[src/rtl/e32_pkg.sv]
// Shared E32 definitions: default data width, flag bit indices and the
// common register-index / data-word types.
package e32_pkg;

  localparam int E32_XLEN = 32;
  localparam int E32_NREGS = 32;

  // Flag register bit positions
  localparam int FLAG_Z = 0;
  localparam int FLAG_C = 1;
  localparam int FLAG_N = 2;
  localparam int FLAG_V = 3;

  typedef logic [$clog2(E32_NREGS)-1:0] reg_idx_t;
  typedef logic [E32_XLEN-1:0]          word_t;

endpackage

[src/rtl/e32_regfile_sb_if.sv]
// Bus between decode/writeback (master) and the register file (slave).
//   enable              pipeline advance (read capture, flag update)
//   rd_sel/rd_data      read selects and registered read data, packed per port
//   rd_busy             per-port pending-write indication
//   wr_en/wr_sel/wr_data  writeback port
//   iss_en/iss_sel      long-latency destination issue
//   busy_vec            scoreboard state
//   flag_set/flag_mask/flag_in/flags  masked flag update and flag register
interface e32_regfile_sb_if
  import e32_pkg::*;
#(
  parameter int XLEN  = E32_XLEN,
  parameter int NREGS = E32_NREGS,
  parameter int NRD   = 2,
  parameter int FLAGW = 32
);
  localparam int AW = $clog2(NREGS);

  logic                enable;
  logic [NRD*AW-1:0]   rd_sel;
  logic [NRD*XLEN-1:0] rd_data;
  logic [NRD-1:0]      rd_busy;
  logic                wr_en;
  logic [AW-1:0]       wr_sel;
  logic [XLEN-1:0]     wr_data;
  logic                iss_en;
  logic [AW-1:0]       iss_sel;
  logic [NREGS-1:0]    busy_vec;
  logic                flag_set;
  logic [FLAGW-1:0]    flag_mask;
  logic [FLAGW-1:0]    flag_in;
  logic [FLAGW-1:0]    flags;

  modport master (
    output enable, rd_sel, wr_en, wr_sel, wr_data, iss_en, iss_sel,
           flag_set, flag_mask, flag_in,
    input  rd_data, rd_busy, busy_vec, flags
  );

  modport slave (
    input  enable, rd_sel, wr_en, wr_sel, wr_data, iss_en, iss_sel,
           flag_set, flag_mask, flag_in,
    output rd_data, rd_busy, busy_vec, flags
  );

endinterface

[src/rtl/e32_regfile_sb_scoreboard.sv]
// Pending-write scoreboard: one busy bit per register, set on issue,
// cleared on writeback (issue wins on collision), plus per-read-port lookup.
// Ports: clk, reset (sync, active-high), iss_en/iss_sel, wr_en/wr_sel,
//        rd_sel (packed per port), busy_vec, rd_busy.
module reg_scoreboard #(
  parameter int NREGS    = 32,
  parameter int NRD      = 2,
  parameter bit ZERO_REG = 1'b1,
  localparam int AW      = $clog2(NREGS)
) (
  input  logic              clk,
  input  logic              reset,
  input  logic              iss_en,
  input  logic [AW-1:0]     iss_sel,
  input  logic              wr_en,
  input  logic [AW-1:0]     wr_sel,
  input  logic [NRD*AW-1:0] rd_sel,
  output logic [NREGS-1:0]  busy_vec,
  output logic [NRD-1:0]    rd_busy
);

  always_ff @(posedge clk) begin
    if (reset) begin
      busy_vec <= '0;
    end else begin
      for (int r = 0; r < NREGS; r++) begin
        if (ZERO_REG && r == 0)
          busy_vec[r] <= 1'b0;
        else if (iss_en && iss_sel == AW'(r))
          busy_vec[r] <= 1'b1;
        else if (wr_en && wr_sel == AW'(r))
          busy_vec[r] <= 1'b0;
      end
    end
  end

  // A same-cycle writeback unblocks the reader: the bypass supplies the value.
  for (genvar p = 0; p < NRD; p++) begin : g_busy
    logic [AW-1:0] sel;
    assign sel        = rd_sel[p*AW +: AW];
    assign rd_busy[p] = busy_vec[sel] && !(wr_en && wr_sel == sel);
  end

endmodule

[src/rtl/e32_regfile_sb.sv]
// E32 register file with registered read ports, write-to-read bypass,
// hardwired zero register, pending-write scoreboard and masked flag register.
// Ports: clk, reset (sync, active-high), bus (e32_regfile_sb_if.slave).
module e32_regfile_sb
  import e32_pkg::*;
#(
  parameter int XLEN     = E32_XLEN,
  parameter int NREGS    = E32_NREGS,
  parameter int NRD      = 2,
  parameter int FLAGW    = 32,
  parameter bit ZERO_REG = 1'b1,
  localparam int AW      = $clog2(NREGS)
) (
  input  logic             clk,
  input  logic             reset,
  e32_regfile_sb_if.slave  bus
);

  logic [XLEN-1:0]     regs [NREGS];
  logic [NRD*XLEN-1:0] rd_data_w;
  logic [FLAGW-1:0]    flags_q;
  logic                wr_ok;

  // Writes to the zero register are dropped so it never holds a value.
  assign wr_ok = bus.wr_en && !(ZERO_REG && bus.wr_sel == '0);

  always_ff @(posedge clk) begin
    if (reset) begin
      for (int r = 0; r < NREGS; r++) regs[r] <= '0;
    end else if (wr_ok) begin
      regs[bus.wr_sel] <= bus.wr_data;
    end
  end

  for (genvar p = 0; p < NRD; p++) begin : g_rd
    logic [AW-1:0]   sel;
    logic [XLEN-1:0] cap;
    logic [XLEN-1:0] q;

    assign sel = bus.rd_sel[p*AW +: AW];

    always_comb begin
      cap = regs[sel];
      if (ZERO_REG && sel == '0)
        cap = '0;
      else if (bus.wr_en && bus.wr_sel == sel)
        cap = bus.wr_data;
    end

    always_ff @(posedge clk) begin
      if (reset)           q <= '0;
      else if (bus.enable) q <= cap;
    end

    assign rd_data_w[p*XLEN +: XLEN] = q;
  end

  assign bus.rd_data = rd_data_w;

  always_ff @(posedge clk) begin
    if (reset)
      flags_q <= '0;
    else if (bus.enable && bus.flag_set)
      flags_q <= (flags_q & ~bus.flag_mask) | (bus.flag_in & bus.flag_mask);
  end

  assign bus.flags = flags_q;

  reg_scoreboard #(
    .NREGS    (NREGS),
    .NRD      (NRD),
    .ZERO_REG (ZERO_REG)
  ) u_sb (
    .clk      (clk),
    .reset    (reset),
    .iss_en   (bus.iss_en),
    .iss_sel  (bus.iss_sel),
    .wr_en    (bus.wr_en),
    .wr_sel   (bus.wr_sel),
    .rd_sel   (bus.rd_sel),
    .busy_vec (bus.busy_vec),
    .rd_busy  (bus.rd_busy)
  );

endmodule

[src/flat_wrapper.sv]
// flat-port wrapper written by rule: the top's interface ports become plain ports
module e32_regfile_sb_flat import e32_pkg::*;
#(
  parameter int XLEN     = E32_XLEN,
  parameter int NREGS    = E32_NREGS,
  parameter int NRD      = 2,
  parameter int FLAGW    = 32,
  parameter bit ZERO_REG = 1'b1,
  localparam int AW      = $clog2(NREGS)
)
  (clk, reset, bus_enable, bus_rd_sel, bus_wr_en, bus_wr_sel, bus_wr_data, bus_iss_en, bus_iss_sel, bus_flag_set, bus_flag_mask, bus_flag_in, bus_rd_data, bus_rd_busy, bus_busy_vec, bus_flags);
  e32_regfile_sb_if #(.XLEN(XLEN), .NREGS(NREGS), .NRD(NRD), .FLAGW(FLAGW)) bus_i ();
  input  logic clk;
  input  logic reset;
  input wire logic [$bits(bus_i.enable)-1:0] bus_enable;
  input wire logic [$bits(bus_i.rd_sel)-1:0] bus_rd_sel;
  input wire logic [$bits(bus_i.wr_en)-1:0] bus_wr_en;
  input wire logic [$bits(bus_i.wr_sel)-1:0] bus_wr_sel;
  input wire logic [$bits(bus_i.wr_data)-1:0] bus_wr_data;
  input wire logic [$bits(bus_i.iss_en)-1:0] bus_iss_en;
  input wire logic [$bits(bus_i.iss_sel)-1:0] bus_iss_sel;
  input wire logic [$bits(bus_i.flag_set)-1:0] bus_flag_set;
  input wire logic [$bits(bus_i.flag_mask)-1:0] bus_flag_mask;
  input wire logic [$bits(bus_i.flag_in)-1:0] bus_flag_in;
  output wire logic [$bits(bus_i.rd_data)-1:0] bus_rd_data;
  output wire logic [$bits(bus_i.rd_busy)-1:0] bus_rd_busy;
  output wire logic [$bits(bus_i.busy_vec)-1:0] bus_busy_vec;
  output wire logic [$bits(bus_i.flags)-1:0] bus_flags;
  assign bus_i.enable = bus_enable;
  assign bus_i.rd_sel = bus_rd_sel;
  assign bus_i.wr_en = bus_wr_en;
  assign bus_i.wr_sel = bus_wr_sel;
  assign bus_i.wr_data = bus_wr_data;
  assign bus_i.iss_en = bus_iss_en;
  assign bus_i.iss_sel = bus_iss_sel;
  assign bus_i.flag_set = bus_flag_set;
  assign bus_i.flag_mask = bus_flag_mask;
  assign bus_i.flag_in = bus_flag_in;
  assign bus_rd_data = bus_i.rd_data;
  assign bus_rd_busy = bus_i.rd_busy;
  assign bus_busy_vec = bus_i.busy_vec;
  assign bus_flags = bus_i.flags;
  e32_regfile_sb #(.XLEN(XLEN), .NREGS(NREGS), .NRD(NRD), .FLAGW(FLAGW), .ZERO_REG(ZERO_REG)) u_core (.clk(clk), .reset(reset), .bus(bus_i));
endmodule
[config.mk]
export PLATFORM = sky130hd
export DESIGN_NAME = e32_regfile_sb_flat
export DESIGN_NICKNAME = d
export VERILOG_FILES = /design/src/rtl/e32_pkg.sv /design/src/rtl/e32_regfile_sb_if.sv /design/src/rtl/e32_regfile_sb_scoreboard.sv /design/src/rtl/e32_regfile_sb.sv /design/src/flat_wrapper.sv
export SDC_FILE = /design/constraint.sdc
export NUM_CORES = 2
export LEC_CHECK = 0
export BUFFER_PORTS_ARGS = -buffer_cell sky130_fd_sc_hd__buf_2
export CORE_MARGIN = 1
export CORE_UTILIZATION = 45
export DETAILED_ROUTE_END_ITERATION = 10
export SYNTH_ARGS = -nofsm -noshare
export SYNTH_HDL_FRONTEND = slang
export SYNTH_SLANG_ARGS = --single-unit
[constraint.sdc]
create_clock -name clk -period 5.31 [get_ports clk]
set_input_delay 1.593 -clock clk [delete_from_list [all_inputs] [get_ports clk]]
set_output_delay 1.593 -clock clk [all_outputs]
set_load 0.01 [all_outputs]
==> impl_metrics.csv <==
group,metric,value,unit
setup_path,r2r-start,"u_core.regs[30][10]$_SDFFCE_PN0P_",
sta,final.min_clock_period,4970,ps
sta,hold_viol_final,0,
finish,fin_nets,4629,
power,seqPwrFrac,0.480,
power,p_clk_frac,0.405,
routing,wl,216,mm
floorplanning,fp.coreArea,133000,µm²
sta,post-route-period-util,0.936,
yosys,async_flop_share,0,
clocking,post_cts_resized,0,
power,ir_drop,0.000338,V
yosys,synth_seq_area_share,0.552,
clocking,cts_buffers,132,
sta,relSlewSlack,0.162,
sta,fin_setup_tns,0,ps
finish,final_common_cell,"edfxtp_1",
grt,antenna_found_initial,27,
setup_path,crit_top_cell,"mux4_2",
floorplanning,die_y,368,µm
placed_design,dp_worst_setup_slack,387,ps
setup_path,start_kind,"primary input",
power,p_sw,0.00559,W
sta,finClkSkew,29.4,ps
sta,slew_viol_final,0,
grt,grt.total_usage,0.315,
finish,area_growth,13.2,%
clocking,cts.sinks,1151,
clocking,cts_tree,"done",
clocking,clk_latency,770,ps
clocking,post-cts-setup-buffers,0,
setup_path,crit_fanout,22,
grt,grt_pass1_wl,301,mm
flow_run,drv_cap,0,
floorplanning,std_cell_rows,134,
yosys,synth_edf_count,1024,
clocking,h-tree-depth,4,
hold_path,hp-class,"reg2reg",
yosys,synth_area_leader_cell,"edfxtp_1",
routing,vias,40800,
power,power_density,326,nW/µm²
sta,setup_viol,0,
setup_path,cp_data_required_time,3720,ps
yosys,synth_ff_type,"edfxtp_1",
placed_design,gp_congestion,0.880,
placed_design,portBuffers,250,
setup_path,r2r_end,"u_core.g_rd[0].q[10]$_SDFFE_PP0P_",
yosys,synth_seq_cells,1151,
clocking,cts.path.max_buffers,3,
routing,dr.pass1.iters,6,
power,comb_power_share,0.116,
setup_path,arrival,3380,ps
placed_design,place_hpwl,120,mm
sta,setup_ws,340,ps
clocking,clkTransAtPathRegs,50,ps
setup_path,crit_type,"in2out",
setup_path,worstRegToRegCells,5,
floorplanning,die_w,368,µm
routing,avgRoutedWirePerCell,33.8,µm
finish,layout_common_cells,"1,024 x edfxtp_1, 993 x and2_1, 400 x mux4_2",
yosys,syn_area,60400,µm²
hold_path,holdPathStages,2,
setup_path,cpPeakStageDelay,550,ps
sta,hold_slack,451,ps
run_status,outcome,"finished, final reports clean",
routing,ant_nets,0,
power,leakage,24.4,nW
grt,grt_max_degree,118,
setup_path,endpoint_kind,"output port",
clocking,cts-hold-fix-buffers,0,
grt,grt_overflow,0,
sta,rsz0062_at_grt,"no",
placed_design,dpl_cell_area,64100,µm²
routing,vias_per_cell,6.40,
yosys,synth_top_area_frac,0.509,
sta,max_freq,201,MHz
finish,nFillCells,11200,
yosys,syn_inst,4405,
floorplanning,start_util,0.453,
setup_path,crit_slowest_cell,"mux4_2",
routing,drtIter0Drc,5717,
power,internal-power,0.0167,W
finish,layout-drive-gt1-share,0.235,
floorplanning,dieArea,136000,µm²
yosys,synth.area.top_cells,"edfxtp_1 51%, mux4_2 15%, and2_1 10%",
yosys,synth_warnings,0,
floorplanning,ios,252,
grt,grt_pass1_vias,39800,
yosys,ys_types,48,
yosys,avgSynthCellArea,13.7,µm²
sta,tightest_slew,1250,ps
power,switching_share,0.251,
routing,drc,0,
clocking,cts-root-buf,"clkbuf_16",
setup_path,crit_chain,"buf_6 > mux4_2 > mux4_2 > mux2i_1 > nor2_1 > buf_2",
finish,fin_area,68300,µm²
setup_path,ff2ff_setup_slack,3370,ps
-- worst max-delay path by stage --
stage	start	endpoint	slack [ps]
2_1_floorplan	bus_wr_sel[0]	u_core.regs[15][0]$_SDFFCE_PN0P_	130
3_5_place_dp	bus_rd_sel[1]	bus_rd_busy[0]	390
4_1_cts	bus_rd_sel[1]	bus_rd_busy[0]	380
3_3_place_gp	bus_rd_sel[1]	bus_rd_busy[0]	380
5_1_grt	bus_rd_sel[1]	bus_rd_busy[0]	360
6_report	bus_rd_sel[1]	bus_rd_busy[0]	340
-- Yosys cell counts (all sizes together) (71+ instances only) --
| library cell | count |
|---|---|
| a21oi | 151 |
| clkbuf | 299 |
| mux2i | 359 |
| and2 | 997 |
| o21ai | 73 |
| nor2b | 78 |
| nand2 | 208 |
| dfxtp | 127 |
| edfxtp | 1024 |
| mux4 | 400 |
| nand3 | 71 |
| buf | 156 |
-- per-stage QoR --
step / power [W] / utilization / std cells
5_1_grt: 0.0228 / 0.513 / 6379
2_1_floorplan: 0.0123 / - / 4437
3_3_place_gp: 0.0133 / 0.481 / 6141
3_5_place_dp: 0.0134 / 0.481 / 6141
6_report: 0.0223 / 0.513 / 6380
4_1_cts: 0.0223 / 0.513 / 6375
-- cell type report --
cell class / instances / area [µm²] / share of cell area
Multi-Input combinational cell: 2814 / 25700 / 0.377
Antenna cell: 5 / 12.5 / 0.000183
Timing Repair Buffer: 391 / 2820 / 0.0413
Inverter: 17 / 63.8 / 0.000934
Clock buffer: 187 / 3820 / 0.0560
Tap cell: 1768 / 2210 / 0.0324
Clock inverter: 47 / 367 / 0.00536
Sequential cell: 1151 / 33300 / 0.487
-- logic make-up (layout without fill, tap and decap cells) --
group                  after synthesis  in the layout  synth area share
multiplexers                       793            793             0.215
AND/OR/NAND/NOR                   1435           1435             0.137
other                                1             38         0.0000621
XOR/XNOR                            10             10           0.00145
flip-flops                        1151           1151             0.552
AO/OA/AOI/OAI                      543            543            0.0596
buffers and inverters              472            642            0.0348
-- metal layers --
metal  GRT usage  share of wire  up-vias
met3      0.0654           0.11      455
met2       0.480           0.45     2613
li1            -              -    16800
met5           0        0.00030        -
met1       0.435           0.40    20900
met4       0.142          0.046       10
-- power by group through the flow --
stage	Combinational, W	Sequential (W)	Clock (W)
2_1_floorplan	0.00155	0.0108	0
3_3_place_gp	0.00252	0.0108	0
3_5_place_dp	0.00254	0.0108	0
4_1_cts	0.00255	0.0107	0.00911
5_1_grt	0.00267	0.0107	0.00943
6_report	0.00257	0.0107	0.00901
-- critical path: cells and delay by family --
family	cells	cell delay [ps]
multiplexers	3	1220
buffers and inverters	2	400
AND/OR/NAND/NOR	1	110
-- registers in the layout, indices dropped and copies added (netlist names), named ones only --
signal                flops
u_core.g_rd.q            64
u_core.regs            1024
u_core.u_sb.busy_vec     31
Note: power is estimated with default switching activity, not from simulation.
